## src/rtl/fifo_v4_pkg.sv

```systemverilog
// fifo_v4 shared definitions: derived width helpers and a generic parity function.
// Optional feature macro used by fifo_v4: FIFO_V4_PARITY_EN.
package fifo_v4_pkg;

   // Widest payload the generic parity helper accepts; callers zero-extend into it.
   localparam int unsigned MaxParityWidth = 1024;

   // Counter width able to hold 0..depth inclusive.
   function automatic int unsigned cnt_width(input int unsigned depth);
      return $clog2(depth + 1);
   endfunction

   // Pointer width; a single-entry FIFO still gets a 1-bit (constant) pointer.
   function automatic int unsigned ptr_width(input int unsigned depth);
      return (depth > 1) ? $clog2(depth) : 1;
   endfunction

   // Even parity (XOR reduction); zero-extension does not change the result.
   function automatic logic parity(input logic [MaxParityWidth-1:0] data);
      return ^data;
   endfunction

endpackage

```

## src/rtl/fifo_v4_ptr.sv

```systemverilog
// fifo_v4_ptr: wrapping FIFO pointer with synchronous flush and increment enable.
// Wraps DEPTH-1 -> 0, so non-power-of-two depths are handled explicitly.
module fifo_v4_ptr import fifo_v4_pkg::*; #(
   parameter int unsigned DEPTH     = 8,
   parameter int unsigned PTR_WIDTH = ptr_width(DEPTH)
) (
   input  logic                 clk_i,
   input  logic                 rst_ni,
   input  logic                 flush,
   input  logic                 incr,
   output logic [PTR_WIDTH-1:0] ptr
);

   if (DEPTH <= 1) begin : gen_const
      // A single entry never needs addressing; occupancy lives in the count alone.
      logic unused_ctrl;
      assign unused_ctrl = ^{clk_i, rst_ni, flush, incr};
      assign ptr = '0;
   end else begin : gen_wrap
      logic [PTR_WIDTH-1:0] ptr_q, ptr_d;

      // Next pointer: flush wins, otherwise advance with wrap at DEPTH-1.
      always_comb begin
         ptr_d = ptr_q;
         if (flush) begin
            ptr_d = '0;
         end else if (incr) begin
            ptr_d = (ptr_q == PTR_WIDTH'(DEPTH - 1)) ? '0 : ptr_q + PTR_WIDTH'(1);
         end
      end

      // Pointer register.
      always_ff @(posedge clk_i or negedge rst_ni) begin
         if (!rst_ni) begin
            ptr_q <= '0;
         end else begin
            ptr_q <= ptr_d;
         end
      end

      assign ptr = ptr_q;
   end

endmodule

```

## src/rtl/fifo_v4.sv

```systemverilog
// fifo_v4: valid/ready FIFO with full-width occupancy, almost-full/empty thresholds,
// optional fall-through and optional per-entry parity (macro FIFO_V4_PARITY_EN).
// All status outputs decode from the registered count only.
module fifo_v4 import fifo_v4_pkg::*; #(
   parameter bit          FALL_THROUGH = 1'b0,
   parameter int unsigned DATA_WIDTH   = 32,
   parameter int unsigned DEPTH        = 8,
   parameter int unsigned ALM_FULL_TH  = DEPTH - 1,
   parameter int unsigned ALM_EMPTY_TH = 1,
   parameter int unsigned CNT_WIDTH    = cnt_width(DEPTH),
   parameter int unsigned PTR_WIDTH    = ptr_width(DEPTH)
) (
   input  logic                  clk_i,
   input  logic                  rst_ni,
   input  logic                  flush_i,
   input  logic                  testmode_i,
   input  logic                  in_valid_i,
   output logic                  in_ready_o,
   input  logic [DATA_WIDTH-1:0] in_data_i,
   output logic                  out_valid_o,
   input  logic                  out_ready_i,
   output logic [DATA_WIDTH-1:0] out_data_o,
   output logic [CNT_WIDTH-1:0]  usage_o,
   output logic                  full_o,
   output logic                  empty_o,
   output logic                  alm_full_o,
   output logic                  alm_empty_o,
   output logic                  parity_err_o
);

`ifdef FIFO_V4_PARITY_EN
   localparam int unsigned StoreWidth = DATA_WIDTH + 1;
`else
   localparam int unsigned StoreWidth = DATA_WIDTH;
`endif

   logic [StoreWidth-1:0] mem_q [DEPTH];
   logic [StoreWidth-1:0] wdata;
   logic [StoreWidth-1:0] head;
   logic [CNT_WIDTH-1:0]  count_q, count_d;
   logic [PTR_WIDTH-1:0]  wr_ptr, rd_ptr;
   logic                  full, empty;
   logic                  ft_active, bypass;
   logic                  push, pop, store, drain;

   // Clock-gating bypass hook only.
   logic unused_testmode;
   assign unused_testmode = testmode_i;

   // Handshake decode; bypassed words neither enter storage nor leave it.
   always_comb begin
      full        = (count_q == CNT_WIDTH'(DEPTH));
      empty       = (count_q == '0);
      ft_active   = FALL_THROUGH & empty & in_valid_i;
      head        = mem_q[rd_ptr];
      out_valid_o = ~empty | ft_active;
      out_data_o  = ft_active ? in_data_i : head[DATA_WIDTH-1:0];
      push        = in_valid_i & ~full;
      pop         = out_valid_o & out_ready_i;
      bypass      = ft_active & out_ready_i;
      store       = push & ~bypass;
      drain       = pop & ~bypass;
   end

   // Status outputs straight from the registered count.
   always_comb begin
      in_ready_o  = ~full;
      full_o      = full;
      empty_o     = empty;
      usage_o     = count_q;
      alm_full_o  = (count_q >= CNT_WIDTH'(ALM_FULL_TH));
      alm_empty_o = (count_q <= CNT_WIDTH'(ALM_EMPTY_TH));
   end

`ifdef FIFO_V4_PARITY_EN
   // Store even parity alongside the payload; bypass data is never checked.
   always_comb begin
      wdata        = {parity(MaxParityWidth'(in_data_i)), in_data_i};
      parity_err_o = ~empty & parity(MaxParityWidth'(head));
   end
`else
   // Payload-only storage, no parity reporting.
   always_comb begin
      wdata        = in_data_i;
      parity_err_o = 1'b0;
   end
`endif

   // Next count: flush clears, simultaneous store and drain leave it unchanged.
   always_comb begin
      count_d = count_q;
      if (flush_i) begin
         count_d = '0;
      end else if (store && !drain) begin
         count_d = count_q + CNT_WIDTH'(1);
      end else if (drain && !store) begin
         count_d = count_q - CNT_WIDTH'(1);
      end
   end

   // Occupancy register.
   always_ff @(posedge clk_i or negedge rst_ni) begin
      if (!rst_ni) begin
         count_q <= '0;
      end else begin
         count_q <= count_d;
      end
   end

   // Storage write; a flush discards the same-cycle push and leaves contents intact.
   always_ff @(posedge clk_i or negedge rst_ni) begin
      if (!rst_ni) begin
         for (int i = 0; i < int'(DEPTH); i++) begin
            mem_q[i] <= '0;
         end
      end else if (store && !flush_i) begin
         mem_q[wr_ptr] <= wdata;
      end
   end

   fifo_v4_ptr #(
      .DEPTH     (DEPTH),
      .PTR_WIDTH (PTR_WIDTH)
   ) u_wr_ptr (
      .clk_i  (clk_i),
      .rst_ni (rst_ni),
      .flush  (flush_i),
      .incr   (store),
      .ptr    (wr_ptr)
   );

   fifo_v4_ptr #(
      .DEPTH     (DEPTH),
      .PTR_WIDTH (PTR_WIDTH)
   ) u_rd_ptr (
      .clk_i  (clk_i),
      .rst_ni (rst_ni),
      .flush  (flush_i),
      .incr   (drain),
      .ptr    (rd_ptr)
   );

`ifndef SYNTHESIS
   if (DEPTH < 1) begin : gen_depth_err
      $error("fifo_v4: DEPTH must be at least 1");
   end
   if (ALM_FULL_TH < 1 || ALM_FULL_TH > DEPTH) begin : gen_af_err
      $error("fifo_v4: ALM_FULL_TH must be within 1..DEPTH");
   end
   if (ALM_EMPTY_TH >= DEPTH) begin : gen_ae_err
      $error("fifo_v4: ALM_EMPTY_TH must be within 0..DEPTH-1");
   end

   a_no_push_when_full: assert property (@(posedge clk_i) disable iff (!rst_ni)
      store |-> in_ready_o);

   if (!FALL_THROUGH) begin : gen_stable_chk
      a_head_stable: assert property (@(posedge clk_i) disable iff (!rst_ni)
         (out_valid_o && !out_ready_i && !flush_i) |=> (out_valid_o && $stable(out_data_o)));
   end
`endif

endmodule

```

## config.mk

```make
export PLATFORM = sky130hd
export DESIGN_NAME = fifo_v4
export DESIGN_NICKNAME = d
export VERILOG_FILES = /design/src/rtl/fifo_v4_pkg.sv /design/src/rtl/fifo_v4_ptr.sv /design/src/rtl/fifo_v4.sv
export SDC_FILE = /design/constraint.sdc
export NUM_CORES = 1
export LEC_CHECK = 0
export ABC_AREA = 0
export CELL_PAD_IN_SITES_DETAIL_PLACEMENT = 1
export CELL_PAD_IN_SITES_GLOBAL_PLACEMENT = 2
export CORE_AREA = 2 2 171 173
export DETAILED_ROUTE_END_ITERATION = 16
export DIE_AREA = 0 0 173 175
export PLACE_DENSITY_LB_ADDON = 0.1
export SYNTH_ARGS = -nofsm -noshare
export SYNTH_HDL_FRONTEND = slang
export SYNTH_SLANG_ARGS = --single-unit
```

## constraint.sdc

```tcl
create_clock -name clk_i -period 2.5 [get_ports clk_i]
set_input_delay 0.25 -clock clk_i [delete_from_list [all_inputs] [get_ports clk_i]]
set_output_delay 0.25 -clock clk_i [all_outputs]
set_load 0.01 [all_outputs]
```

=== Word-level counts from Yosys, hierarchy flattened ===
Index checks and enable logic that the tools add are counted.

* Bitwise gates (word level): 6
* $lt $le $gt $ge: 5
* Mux-type cells: 15
* Shifts and indexed selects: 0
* Add/sub/neg operators: 4
* Divide/modulo/power cells: 0
* Reduce and logical (&&, ||, !) cells: 11
* $mul: 0
* Equality and inequality tests: 3

{| class="wikitable"
|+ Operator list
! kind !! count
|-
| $bwmux 256 || 1
|-
| $bmux 32 s3 || 1
|-
| $demux 32 s3 || 1
|-
| $mux 32 || 3
|-
| $mux 3 || 6
|-
| $mux 4 || 3
|-
| $ge 4x4->1 const B || 2
|-
| $not 3->4 || 2
|-
| $add 3x1->3 const B || 2
|-
| $eq 3x3->1 const B || 2
|-
| $add 4x1->4 const B || 1
|-
| $eq 4x4->1 const B || 1
|-
| $ge 4x3->1 const B || 1
|-
| $le 4x1->1 const B || 1
|-
| $logic_and 1x1->1 || 4
|-
| $logic_not 4->1 || 1
|-
| $lt 4x1->1 const B || 1
|-
| $reduce_bool 2->1 || 2
|-
| $sub 4x1->4 const B || 1
|-
| $logic_not 1->1 || 3
|-
| $reduce_bool 3->1 || 1
|-
| $and 1x1->1 || 2
|-
| $not 1->1 || 2
|}

* RAM bits: 0
* Bits in read-only memories: 0
* Bits in latches: 0
* Register bits after elaboration: 266
* Memories kept: 0
* Input port bits: 38

=== Logic depth before layout (Yosys ltp) ===
Gate-level depths: netlist of the first run.

* Depth in word-level cells: 8
* Gate-level depth with buffers: 8
* Mapped depth without buffers: 7

=== Modules after synthesis ===
Synthesis of the first run repeated with hierarchy kept, for this count alone.

* Cell total of the unflattened synthesis: 751
* Area, all modules: 12144.1 um^2

{| class="wikitable"
|+ By module, submodules not included
! module !! area an instance (um^2) !! times used !! sequential area each (um^2) !! cells an instance
|-
| fifo_v4 || 11841.4 || 1 || 6506.2 || 727
|-
| fifo_v4_ptr || 151.4 || 2 || 75.1 || 12
|}

=== Worst setup path after synthesis of the first run ===
OpenSTA, ideal clock, no wires.

* Kind: register to register
* Start: register count_q[1] (netlist: usage_o[1])
* End: register count_q[2] (netlist: usage_o[2])
* Clock period less this slack: 2179 ps
* Path slack: 321 ps
* Data arrival time: 2054 ps
* Buffers on the path: 1
* Cell stages (with the launch flop): 9
* Cells stage by stage: dfrtp_1 -> inv_1 -> ha_1 -> or3b_2 -> clkbuf_1 -> inv_1 -> a211oi_1 -> a31oi_1 -> mux2_2

* Word-level cells in the longest chain between the ends: 7
* Elaborated cells between the ends (all ways): 16

{| class="wikitable"
|+ Ends and longest elaborated chain
! what !! line !! source
|-
| start, declared || fifo_v4.sv:40 || <nowiki>logic [CNT_WIDTH-1:0] count_q, count_d;</nowiki>
|-
| start signal, assigned || fifo_v4.sv:106 || <nowiki>count_q <= count_d;</nowiki>
|-
| $logic_not 4->1 (*) || fifo_v4.sv:53 || <nowiki>empty = (count_q == '0);</nowiki>
|-
| $not 1->1 (*) || fifo_v4.sv:56 || <nowiki>out_valid_o = ~empty | ft_active;</nowiki>
|-
| net out_valid_o || fifo_v4.sv:20 || <nowiki>output logic out_valid_o,</nowiki>
|-
| $and 1x1->1 (*) || fifo_v4.sv:59 || <nowiki>pop = out_valid_o & out_ready_i;</nowiki>
|-
| $logic_not 1->1 || fifo_v4.sv:94 || <nowiki>end else if (store && !drain) begin</nowiki>
|-
| $logic_and 1x1->1 || fifo_v4.sv:94 ||
|-
| $mux 4 || fifo_v4.sv:94 ||
|-
| $mux 4 || fifo_v4.sv:92 || <nowiki>if (flush_i) begin</nowiki>
|}

The timed path passes the listed nets; every way through them passes the cells marked *. The select of a mux whose other input is x is not followed.
A chain may end at the register's enable or synchronous reset.

=== Final worst setup path of the first run ===
* Start: register u_rd_ptr.gen_wrap.ptr_q[0] (netlist: u_rd_ptr.ptr[0])
* End: output out_data_o[29]

* Word-level cells in the longest chain between the ends: 4

{| class="wikitable"
|+ Ends and longest elaborated chain
! what !! line !! source
|-
| start, declared || fifo_v4_ptr.sv:20 || <nowiki>logic [PTR_WIDTH-1:0] ptr_q, ptr_d;</nowiki>
|-
| start signal, assigned || fifo_v4_ptr.sv:37 || <nowiki>ptr_q <= ptr_d;</nowiki>
|-
| $not 3->4 (implied by the code) || fifo_v4.sv:55 || <nowiki>head = mem_q[rd_ptr];</nowiki>
|-
| $bmux 32 s3 || fifo_v4.sv:55 ||
|-
| $mux 32 (implied by the code) (2 in a row) || fifo_v4.sv:55 ||
|-
| end, declared || fifo_v4.sv:22 || <nowiki>output logic [DATA_WIDTH-1:0] out_data_o,</nowiki>
|}

Every way passes these cells. The select of a mux whose other input is x is not followed.

==> flow_summary_export.csv, run 1 <==
group,metric,value,unit
synthesis,yosysTopAreaCell,"dfrtp_1",
placement,gp_congestion,0.739,
floorplan,design.core.area,28400,um^2
synthesis,synthCells,738,
synthesis,synth_compound_area_frac,0.00636,
power_and_ir_drop,p_per_area,1030,nW/um^2
routing,antenna_left,0,
sta,finalSetupViolCount,5,
flow_run,drv_cap,0,
placement,placed_cells,1191,
synthesis,synthTopCellsByArea,"dfrtp_1 (53%), mux2_2 (20%), mux4_2 (11%), mux2_4 (7.2%), buf_6 (1.8%)",
sta,rsz0062_at_grt,"yes",
power_and_ir_drop,power.share.switching,0.261,
sta,fin_skew,0.0104,ns
synthesis,yosysWarningCount,0,
grt,grt_antenna_before_repair,0,
routing,dr.pass1.iters,6,
grt,grt_max_degree,85,
synthesis,synth_top_area_share,0.529,
synthesis,synth_top_family_by_area,"multiplexers",
sta,min_period_over_period,1.03,
routing,routed_wl,29400,um
critical_path,worstPathArrival,2.32,ns
sta,worst_pin_slew,0.666,ns
floorplan,initial_utilization,0.443,
critical_path,cpMaxStageDelayCell,"mux4_2",
sta,slew_violations,0,
synthesis,ys_seq_elements,266,
cts,cts_tree,"yes",
final_layout,final.fill_count,2615,
synthesis,ys_types,41,
final_layout,nNetsFinal,899,
floorplan,chipHeight,175,um
synthesis,syn_nets,783,
critical_path,cp.required,2.25,ns
cts,htree_num_levels,1,
synthesis,seq_area_frac_synth,0.529,
routing,met2_length,15200,um
final_layout,area_growth,23.0,%
power_and_ir_drop,seqPwrFrac,0.366,
critical_path,end_kind,"output port",
grt,grt_pass1_vias,8061,
final_layout,postLayoutCoreUtil,0.545,
cts,cts_root_buf,"clkbuf_16",
sta,maxSlewHeadroom,0.556,
critical_path,critPathTopFamily,"multiplexers",
sta,fmax,388,MHz
floorplan,ios,81,
routing,wl_per_cell,23.3,um
critical_path,crit_chain,"buf_12 -> buf_12 -> buf_6 -> mux4_2 -> mux2_4 -> buf_6",
cts,worst_setup_hold_path_clk_slew,0.06,ns
cts,clockBufferDepth,3,
worst_hold_path,holdCritPathClass,"in2async",
grt,overflow,0,
routing,vias,6853,
power_and_ir_drop,clock_power_share,0.310,
power_and_ir_drop,power_switching,4.17,mW
run_status,outcome,"finished, violations left",
synthesis,synth_xor_xnor_area_share,0.00179,
routing,drt-initial-drc-count,270,
cts,insertion_delay,0.55,ns
sta,whs,0.267,ns
final_layout,finalNonFillerCells,1261,
synthesis,synthesis.area,12600,um^2
routing,wl_met3,929,um
synthesis,synth-simple-area-share,0.0273,
synthesis,synth_fa_ha_area_frac,0.00696,
routing,routed.top_layer,"met4",
floorplan,num_rows,62,
critical_path,start_kind,"register",
cts,cts_made_buffers,31,
power_and_ir_drop,pwr-share-comb,0.325,
run_status,violations,"negative setup slack",
power_and_ir_drop,leakagePower,7.23,nW
grt,grt.total_usage,0.202,
routing,post-route-drc-count,0,
power_and_ir_drop,total_power,16.0,mW
synthesis,postSynthAreaPerCell,17.1,um^2
floorplan,dieArea,30300,um^2
placement,io_buffers,78,
critical_path,r2r_cells,7,
floorplan,die-width,173,um
critical_path,critPathMaxStageDelay,0.49,ns
sta,min_period,2.57,ns
critical_path,r2r-start,"usage_o[1]",
placement,dp_hpwl,18000,um
critical_path,critPathBufInv,4,
routing,drt-met1-wl,12800,um
final_layout,layout-drive-gt1-share,0.570,
synthesis,muxShareOfSynthArea,0.392,
critical_path,critPathMaxFanout,8,
grt,grt_pass1_wl,47800,um
sta,final-hold-violation-count,0,
critical_path,reg2reg_to,"mem_q[120]",
cts,cts_sinks,266,
critical_path,timing_worst_setup_path_type,"reg2out",
power_and_ir_drop,peakVddDrop,0.000719,V
sta,worst_slack,-0.0740,ns
routing,viasPerCell,5.43,
power_and_ir_drop,p_int,11.8,mW
critical_path,rrSetupSlack,0.39,ns
power groups by stage:
stage	logic (mW)	registers, mW	clock network (mW)
final	5.18	5.84	4.95
after global routing	5.54	5.96	5.28
after CTS	5.20	5.83	5.08
after detailed placement	4.54	5.95	0
after global placement	4.41	5.82	0
after floorplan	2.90	5.69	0
metal layers:
metal	GRT usage	up-vias
li1	-	2987
met1	0.269	3728
met2	0.356	105
met5	0	-
met3	0.0289	33
met4	0.0374	0
how the worst max path moves through the flow:
stage                                from        endpoint  slack, ns  depth (start not counted)
after global placement    u_rd_ptr.ptr[0]  out_data_o[30]      0.003                          4
after global routing      u_rd_ptr.ptr[0]  out_data_o[31]      -0.14                          6
after CTS                 u_rd_ptr.ptr[0]  out_data_o[20]      -0.13                          5
final                     u_rd_ptr.ptr[0]  out_data_o[29]      -0.07                          6
after floorplan                usage_o[1]      usage_o[2]       0.32                          8
after detailed placement  u_rd_ptr.ptr[0]  out_data_o[30]     -0.004                          4
cell usage in the layout (no fill, tap or decap), types with 3 or more instances in the layout:
cell type / count
clkinv_2: 3
clkdlybuf4s50_1: 44
clkbuf_8: 4
mux2_4: 86
buf_12: 25
buf_8: 7
nor2_1: 4
buf_2: 3
inv_1: 4
mux2_1: 9
a21oi_1: 7
mux4_2: 64
clkbuf_16: 31
bufinv_16: 8
clkbuf_1: 6
ha_1: 6
mux2_2: 195
clkinvlp_4: 3
nor4_4: 4
nor2b_1: 3
buf_4: 18
dfrtp_1: 263
buf_6: 32
nand2_1: 12
layout make-up:
class	instances	area [um^2]	share of cell area
diodes	1	2.50	0.000162
clock buffers	41	853	0.0551
clock inverters	14	278	0.0179
inverters	4	15.0	0.000970
multi-input cells	419	5590	0.361
flip-flops and latches	266	6660	0.430
well taps	384	480	0.0310
repair buffers	132	1600	0.104
cells by family (layout without fill, tap and decap cells):
kind of cell / Yosys count / after routing
buffers and inverters: 53 / 191
multiplexers: 354 / 354
AO/OA/AOI/OAI: 13 / 13
adder cells (fa/ha/maj): 7 / 7
flip-flops: 266 / 266
other: 1 / 2
XOR/XNOR: 1 / 1
AND/OR/NAND/NOR: 43 / 43
Yosys cell counts:
library cell,n
and4b_4,1
mux4_2,64
nand3_1,1
a21o_1,1
nor3_1,1
buf_6,20
a311oi_1,1
buf_4,1
dfrtp_1,266
o31ai_1,1
and2_0,1
nand3b_4,2
inv_1,4
mux2_2,221
nor4_4,4
nand4b_1,1
nor2_1,4
nand4_1,1
buf_1,1
or2_2,1
nand2b_1,4
mux2_4,60
nor2b_1,3
nand2_4,1
ha_1,7
xnor3_1,1
nand2_2,1
or3_1,2
clkbuf_1,13
a31oi_1,1
nand2_1,12
a21oi_1,7
or3_2,1
conb_1,1
clkbuf_2,1
buf_2,7
buf_12,6
mux2_1,9
or3b_2,1
nand3_4,1
a211oi_1,2
flip-flops by register name (all words and copies together), names as in the netlist:
| register | count |
|---|---|
| u_wr_ptr.ptr | 3 |
| u_rd_ptr.ptr | 3 |
| usage_o | 4 |
| mem_q | 256 |
timing repair:
action / 4_1_cts / 5_1_grt
hold endpoints to repair: 78 / 0
pin swaps: 0 / 0
endpoints found under the setup margin: 34 / 31
hold buffers: 1 / 0
setup buffers: 10 / 2
resized for setup: 192 / 17
cloned: 3 / 0
metrics by stage:
stage / TNS, ns / area [um^2] / setup slack, ns
after global routing: -1.50 / 15500 / -0.140
after CTS: -1.44 / 15500 / -0.126
after detailed placement: -0.00409 / 13900 / -0.00409
after floorplan: 0 / 12600 / 0.321
after global placement: 0 / 13900 / 0.00255
final: -0.324 / 15500 / -0.0740
worst reg2reg max path, stage by stage (launching register included):
cell and delay [ns]:
dfrtp_1 0.36, inv_1 0.09, ha_4 0.19, nand3b_4 0.13, nand2_4 0.15, nor4_4 0.32
buf_4 0.36, mux2_2 0.39
(Power assumes the default switching activity.)
==> run 2, diff against run 1 <==
==> constraint.sdc (replaced) <==
create_clock -name clk_i -period 2.5 [get_ports clk_i]
set_input_delay 0.25 -clock clk_i [delete_from_list [all_inputs] [get_ports clk_i]]
set_output_delay 0.25 -clock clk_i [all_outputs]
set_load 0.005 [all_outputs]
==> flow_summary_export.csv, run 2 (synthesis gave the netlist of run 1 again) <==
group,metric,value,unit
critical_path,worstPathArrival,2.40,ns
critical_path,r2r-start,"usage_o[1]",
final_layout,largest_reg_flops,256,
floorplan,dieArea,30300,um^2
final_layout,nNetsFinal,907,
routing,viasPerCell,5.49,
sta,worst_pin_slew,0.709,ns
cts,cts_sinks,266,
routing,vias,6951,
power_and_ir_drop,total_power,14.9,mW
sta,fin_setup_tns,-1.75,ns
final_layout,area_growth,21.2,%
cts,insertion_delay,0.54,ns
sta,final-hold-violation-count,0,
sta,finalSetupViolCount,25,
grt,grt_pass1_vias,8009,
final_layout,layout-drive-gt1-share,0.565,
placement,pre_cts_ws,0.100,ns
routing,wl_per_cell,23.5,um
critical_path,crit_chain,"buf_12 -> buf_6 -> buf_8 -> buf_16 -> mux4_2 -> mux2_4 -> buf_6",
final_layout,layout_common_cells,"dfrtp_1 (263), mux2_2 (194), mux2_4 (87)",
floorplan,ios,81,
sta,rsz0062_at_grt,"yes",
placement,gp_congestion,0.740,
power_and_ir_drop,power_switching,3.97,mW
critical_path,cpMaxStageDelayCell,"dfrtp_4",
sta,min_period,2.65,ns
floorplan,initial_utilization,0.443,
critical_path,cp.required,2.25,ns
placement,placed_cells,1185,
cts,worst_setup_hold_path_clk_slew,0.06,ns
grt,grt.total_usage,0.203,
critical_path,path_common_cell,"buf_6",
critical_path,reg2reg_to,"mem_q[123]",
final_layout,final.fill_count,2670,
final_layout,finalNonFillerCells,1266,
run_status,outcome,"finished, violations left",
sta,maxSlewHeadroom,0.528,
power_and_ir_drop,p_per_area,980,nW/um^2
floorplan,design.core.area,28400,um^2
final_layout,mostFrequentLayoutCell,"dfrtp_1",
critical_path,critPathMaxStageDelay,0.50,ns
floorplan,chipHeight,175,um
power_and_ir_drop,seqPwrFrac,0.390,
power_and_ir_drop,p_int,11.0,mW
worst_hold_path,holdCritPathClass,"in2async",
routing,post-route-drc-count,0,
grt,grt_antenna_before_repair,0,
critical_path,timing_worst_setup_path_type,"reg2out",
run_status,violations,"negative setup slack",
cts,cts_made_buffers,30,
flow_run,drv_cap,0,
floorplan,die-width,173,um
grt,overflow,0,
critical_path,crit_cells,7,
critical_path,end_kind,"output port",
sta,slew_violations,0,
power_and_ir_drop,peakVddDrop,0.000525,V
sta,fmax,377,MHz
cts,cts_root_buf,"clkbuf_16",
cts,clockBufferDepth,3,
critical_path,r2r_cells,7,
grt,grt_pass1_wl,47800,um
routing,antenna_left,0,
placement,io_buffers,78,
power_and_ir_drop,clock_power_share,0.280,
final_layout,largest-register,"mem_q",
power_and_ir_drop,pwr-share-comb,0.330,
cts,htree_num_levels,1,
critical_path,start_kind,"register",
power_and_ir_drop,power.share.switching,0.266,
routing,drt-initial-drc-count,267,
floorplan,num_rows,62,
cts,cts_tree,"yes",
routing,routed_wl,29800,um
placement,dp_hpwl,17700,um
routing,dr.pass1.iters,4,
critical_path,critPathBufInv,5,
sta,worst_slack,-0.150,ns
sta,min_period_over_period,1.06,
grt,grt_max_degree,90,
critical_path,critPathMaxFanout,8,
critical_path,critPathTopFamily,"multiplexers",
critical_path,rrSetupSlack,0.36,ns
power_and_ir_drop,leakagePower,7.18,nW
sta,fin_skew,0.00728,ns
final_layout,antenna_cells,0,
-- run 2: worst reg2reg max path, delay by kind of cell, from the launching register on --
kind / cells / cell delay (ns)
fa+ha+maj: 1 / 0.18
buf+inv: 2 / 0.44
flops: 1 / 0.37
mux: 1 / 0.39
simple gates: 3 / 0.65
-- run 2: worst max-delay path by stage --
stage,startpoint,endpoint
after global routing,u_rd_ptr.ptr[0],out_data_o[3]
after detailed placement,u_rd_ptr.ptr[0],out_data_o[24]
final,u_rd_ptr.ptr[0],out_data_o[20]
after floorplan,usage_o[1],usage_o[2]
after CTS,u_rd_ptr.ptr[0],out_data_o[3]
after global placement,u_rd_ptr.ptr[0],out_data_o[27]
-- run 2: layer usage --
layer | up-vias | global-route usage | part of all wire
met1 | 3806 | 0.274 | 0.44
met3 | 32 | 0.0226 | 0.027
met5 | - | 0 | 0
met2 | 110 | 0.359 | 0.52
met4 | 0 | 0.0388 | 0.015
li1 | 3003 | - | -
-- run 2: final cells by class --
class / instances / area, um^2 / area share
well taps: 384 / 480 / 0.0315
flip-flops and latches: 266 / 6660 / 0.437
clock inverters: 1 / 5.00 / 0.000328
repair buffers: 141 / 1570 / 0.103
multi-input cells: 419 / 5590 / 0.367
clock buffers: 51 / 931 / 0.0610
inverters: 4 / 15.0 / 0.000984
-- run 2: power by group through the flow --
stage               logic [mW]  registers [mW]  clock network [mW]
CTS                       4.99            5.83                4.29
detailed placement        4.35            5.92                   0
finish                    4.94            5.82                4.18
floorplan                 2.74            5.68                   0
global route              5.30            5.95                4.46
global placement          4.23            5.78                   0
-- run 2: repair_timing --
action / in CTS / in global routing
endpoints found under the hold margin: 83 / 0
setup buffers: 20 / 9
hold buffers: 1 / 0
setup endpoints to repair: 34 / 32
gates cloned: 5 / 1
resized for setup: 143 / 41
-- run 2: metrics by stage --
| step | util | instance area [um^2] | hold WS (ns) |
|---|---|---|---|
| 6_report | 0.537 | 15300 | 0.286 |
| 5_1_grt | 0.537 | 15300 | 0.363 |
| 4_1_cts | 0.537 | 15300 | 0.342 |
| 3_5_place_dp | 0.489 | 13900 | 0.311 |
| 3_3_place_gp | 0.489 | 13900 | 0.294 |
| 2_1_floorplan | - | 12600 | -0.0456 |
==> run 3, diff against run 2 <==
--- a/config.mk
+++ b/config.mk
@@ -9,6 +9,7 @@
 export CELL_PAD_IN_SITES_DETAIL_PLACEMENT = 1
 export CELL_PAD_IN_SITES_GLOBAL_PLACEMENT = 2
 export CORE_AREA = 2 2 171 173
+export CTS_CLUSTER_DIAMETER = 30
 export DETAILED_ROUTE_END_ITERATION = 16
 export DIE_AREA = 0 0 173 175
 export PLACE_DENSITY_LB_ADDON = 0.1
==> flow_summary_export.csv, run 3 (synthesis gave the netlist of run 1 again) <==
group,metric,value,unit
run_status,violations,"negative setup slack",
sta,final-hold-violation-count,0,
critical_path,cp.required,2.25,ns
grt,grt_max_degree,90,
final_layout,postLayoutCoreUtil,0.588,
cts,cts_made_buffers,66,
final_layout,layout_common_cells,"dfrtp_1 (263), mux2_2 (190), mux2_4 (91)",
final_layout,seq_area,6660,um^2
final_layout,mostFrequentLayoutCell,"dfrtp_1",
final_layout,largest_reg_flops,256,
power_and_ir_drop,peakVddDrop,0.000708,V
grt,grt_pass1_wl,50400,um
sta,slew_violations,0,
power_and_ir_drop,leakagePower,7.86,nW
sta,fmax,374,MHz
cts,cts_root_buf,"clkbuf_16",
final_layout,antenna_cells,0,
grt,grt.total_usage,0.217,
critical_path,worstPathArrival,2.43,ns
flow_run,drv_cap,0,
placement,placed_cells,1185,
placement,gp_congestion,0.740,
critical_path,reg2reg_to,"mem_q[121]",
routing,post-route-drc-count,0,
critical_path,timing_worst_setup_path_type,"reg2out",
floorplan,initial_utilization,0.443,
critical_path,critPathMaxFanout,6,
critical_path,start_kind,"register",
routing,viasPerCell,5.44,
sta,rsz0062_at_grt,"yes",
final_layout,area_growth,32.5,%
floorplan,chipHeight,175,um
sta,finalSetupViolCount,26,
power_and_ir_drop,p_per_area,1180,nW/um^2
sta,min_period,2.68,ns
floorplan,die-width,173,um
final_layout,layout-drive-gt1-share,0.599,
final_layout,multi_input_area,5610,um^2
worst_hold_path,holdCritPathClass,"in2async",
grt,grt_antenna_before_repair,0,
sta,worst_slack,-0.175,ns
sta,maxSlewHeadroom,0.512,
placement,dp_hpwl,17700,um
routing,wl_per_cell,23.7,um
cts,insertion_delay,0.55,ns
final_layout,largest-register,"mem_q",
floorplan,num_rows,62,
final_layout,finalNonFillerCells,1333,
routing,vias,7253,
final_layout,final.fill_count,2578,
grt,overflow,0,
critical_path,end_kind,"output port",
sta,fin_skew,0.0171,ns
floorplan,design.core.area,28400,um^2
routing,drt-initial-drc-count,303,
grt,grt_pass1_vias,8508,
floorplan,ios,81,
placement,io_buffers,78,
critical_path,rrSetupSlack,0.36,ns
cts,cts_sinks,266,
sta,min_period_over_period,1.07,
critical_path,r2r-start,"usage_o[2]",
sta,worst_pin_slew,0.731,ns
floorplan,dieArea,30300,um^2
cts,htree_num_levels,3,
cts,clockBufferDepth,3,
routing,antenna_left,0,
routing,dr.pass1.iters,4,
final_layout,nNetsFinal,941,
cts,worst_setup_hold_path_clk_slew,0.04,ns
placement,pre_cts_ws,0.100,ns
critical_path,crit_path_end,"out_data_o[0]",
run_status,outcome,"finished, violations left",
cts,cts_tree,"yes",
critical_path,startpoint,"u_rd_ptr.ptr[0]",
routing,routed_wl,31700,um
critical_path,r2r_cells,5,
## run 3: cell count changes in the layout (fill, tap and decap cells not counted), sizes merged, moves of 2 or more
| cell | change |
|---|---|
| buf | +10 |
| bufinv | +7 |
| clkbuf | +27 |
| clkinv | +16 |
| clkinvlp | +5 |
| inv | +2 |
## run 3: layout make-up
class / instances / area share
clock inverter: 31 / 0.0232
inverter: 4 / 0.000900
sequential: 266 / 0.399
clock buffer: 90 / 0.115
timing repair buffer: 139 / 0.0969
multi-input combinational: 419 / 0.336
tap: 384 / 0.0288
## run 3: worst min-delay path by stage
| stage | startpoint | endpoint | depth (start not counted) |
|---|---|---|---|
| 2_1_floorplan | rst_ni | mem_q[0] | 0 |
| 3_3_place_gp | rst_ni | mem_q[78] | 1 |
| 3_5_place_dp | rst_ni | mem_q[78] | 1 |
| 4_1_cts | rst_ni | mem_q[78] | 2 |
| 5_1_grt | rst_ni | mem_q[78] | 2 |
| 6_report | rst_ni | mem_q[78] | 2 |
## run 3: timing repair
item / in CTS / in global routing
setup buffers: 19 / 6
hold endpoints to repair: 83 / 0
resized for setup: 176 / 22
hold buffers: 1 / 0
gates cloned: 6 / 0
setup endpoints to repair: 34 / 32
## run 3: critical path, cell delays in order (launching register included)
cell,delay [ns]
dfrtp_4,0.50
buf_12,0.15
buf_12,0.12
buf_12,0.13
buf_16,0.14
mux4_2,0.43
mux2_4,0.29
buf_6,0.12
## run 3: where the power goes
| group | internal [mW] | switching, mW |
|---|---|---|
| sequential | 5.29 | 0.583 |
| combinational | 3.36 | 1.78 |
| clock | 6.06 | 2.60 |
## run 3: routing by layer
metal	track usage	wire length [um]	vias to the layer above
met2	0.379	16600	152
met5	0	0	-
met4	0.0681	653	0
li1	-	-	3114
met3	0.0392	1030	57
met1	0.275	13400	3930
## run 3: through the flow
| stage | TNS [ns] | area [um^2] | hold WS, ns | total power [mW] |
|---|---|---|---|---|
| after detailed placement | 0 | 13900 | 0.311 | 10.3 |
| after global routing | -3.41 | 16700 | 0.372 | 20.5 |
| after floorplan | 0 | 12600 | -0.0456 | 8.42 |
| final | -1.93 | 16700 | 0.290 | 19.7 |
| after global placement | 0 | 13900 | 0.294 | 10.0 |
| after CTS | -3.94 | 16700 | 0.350 | 19.8 |
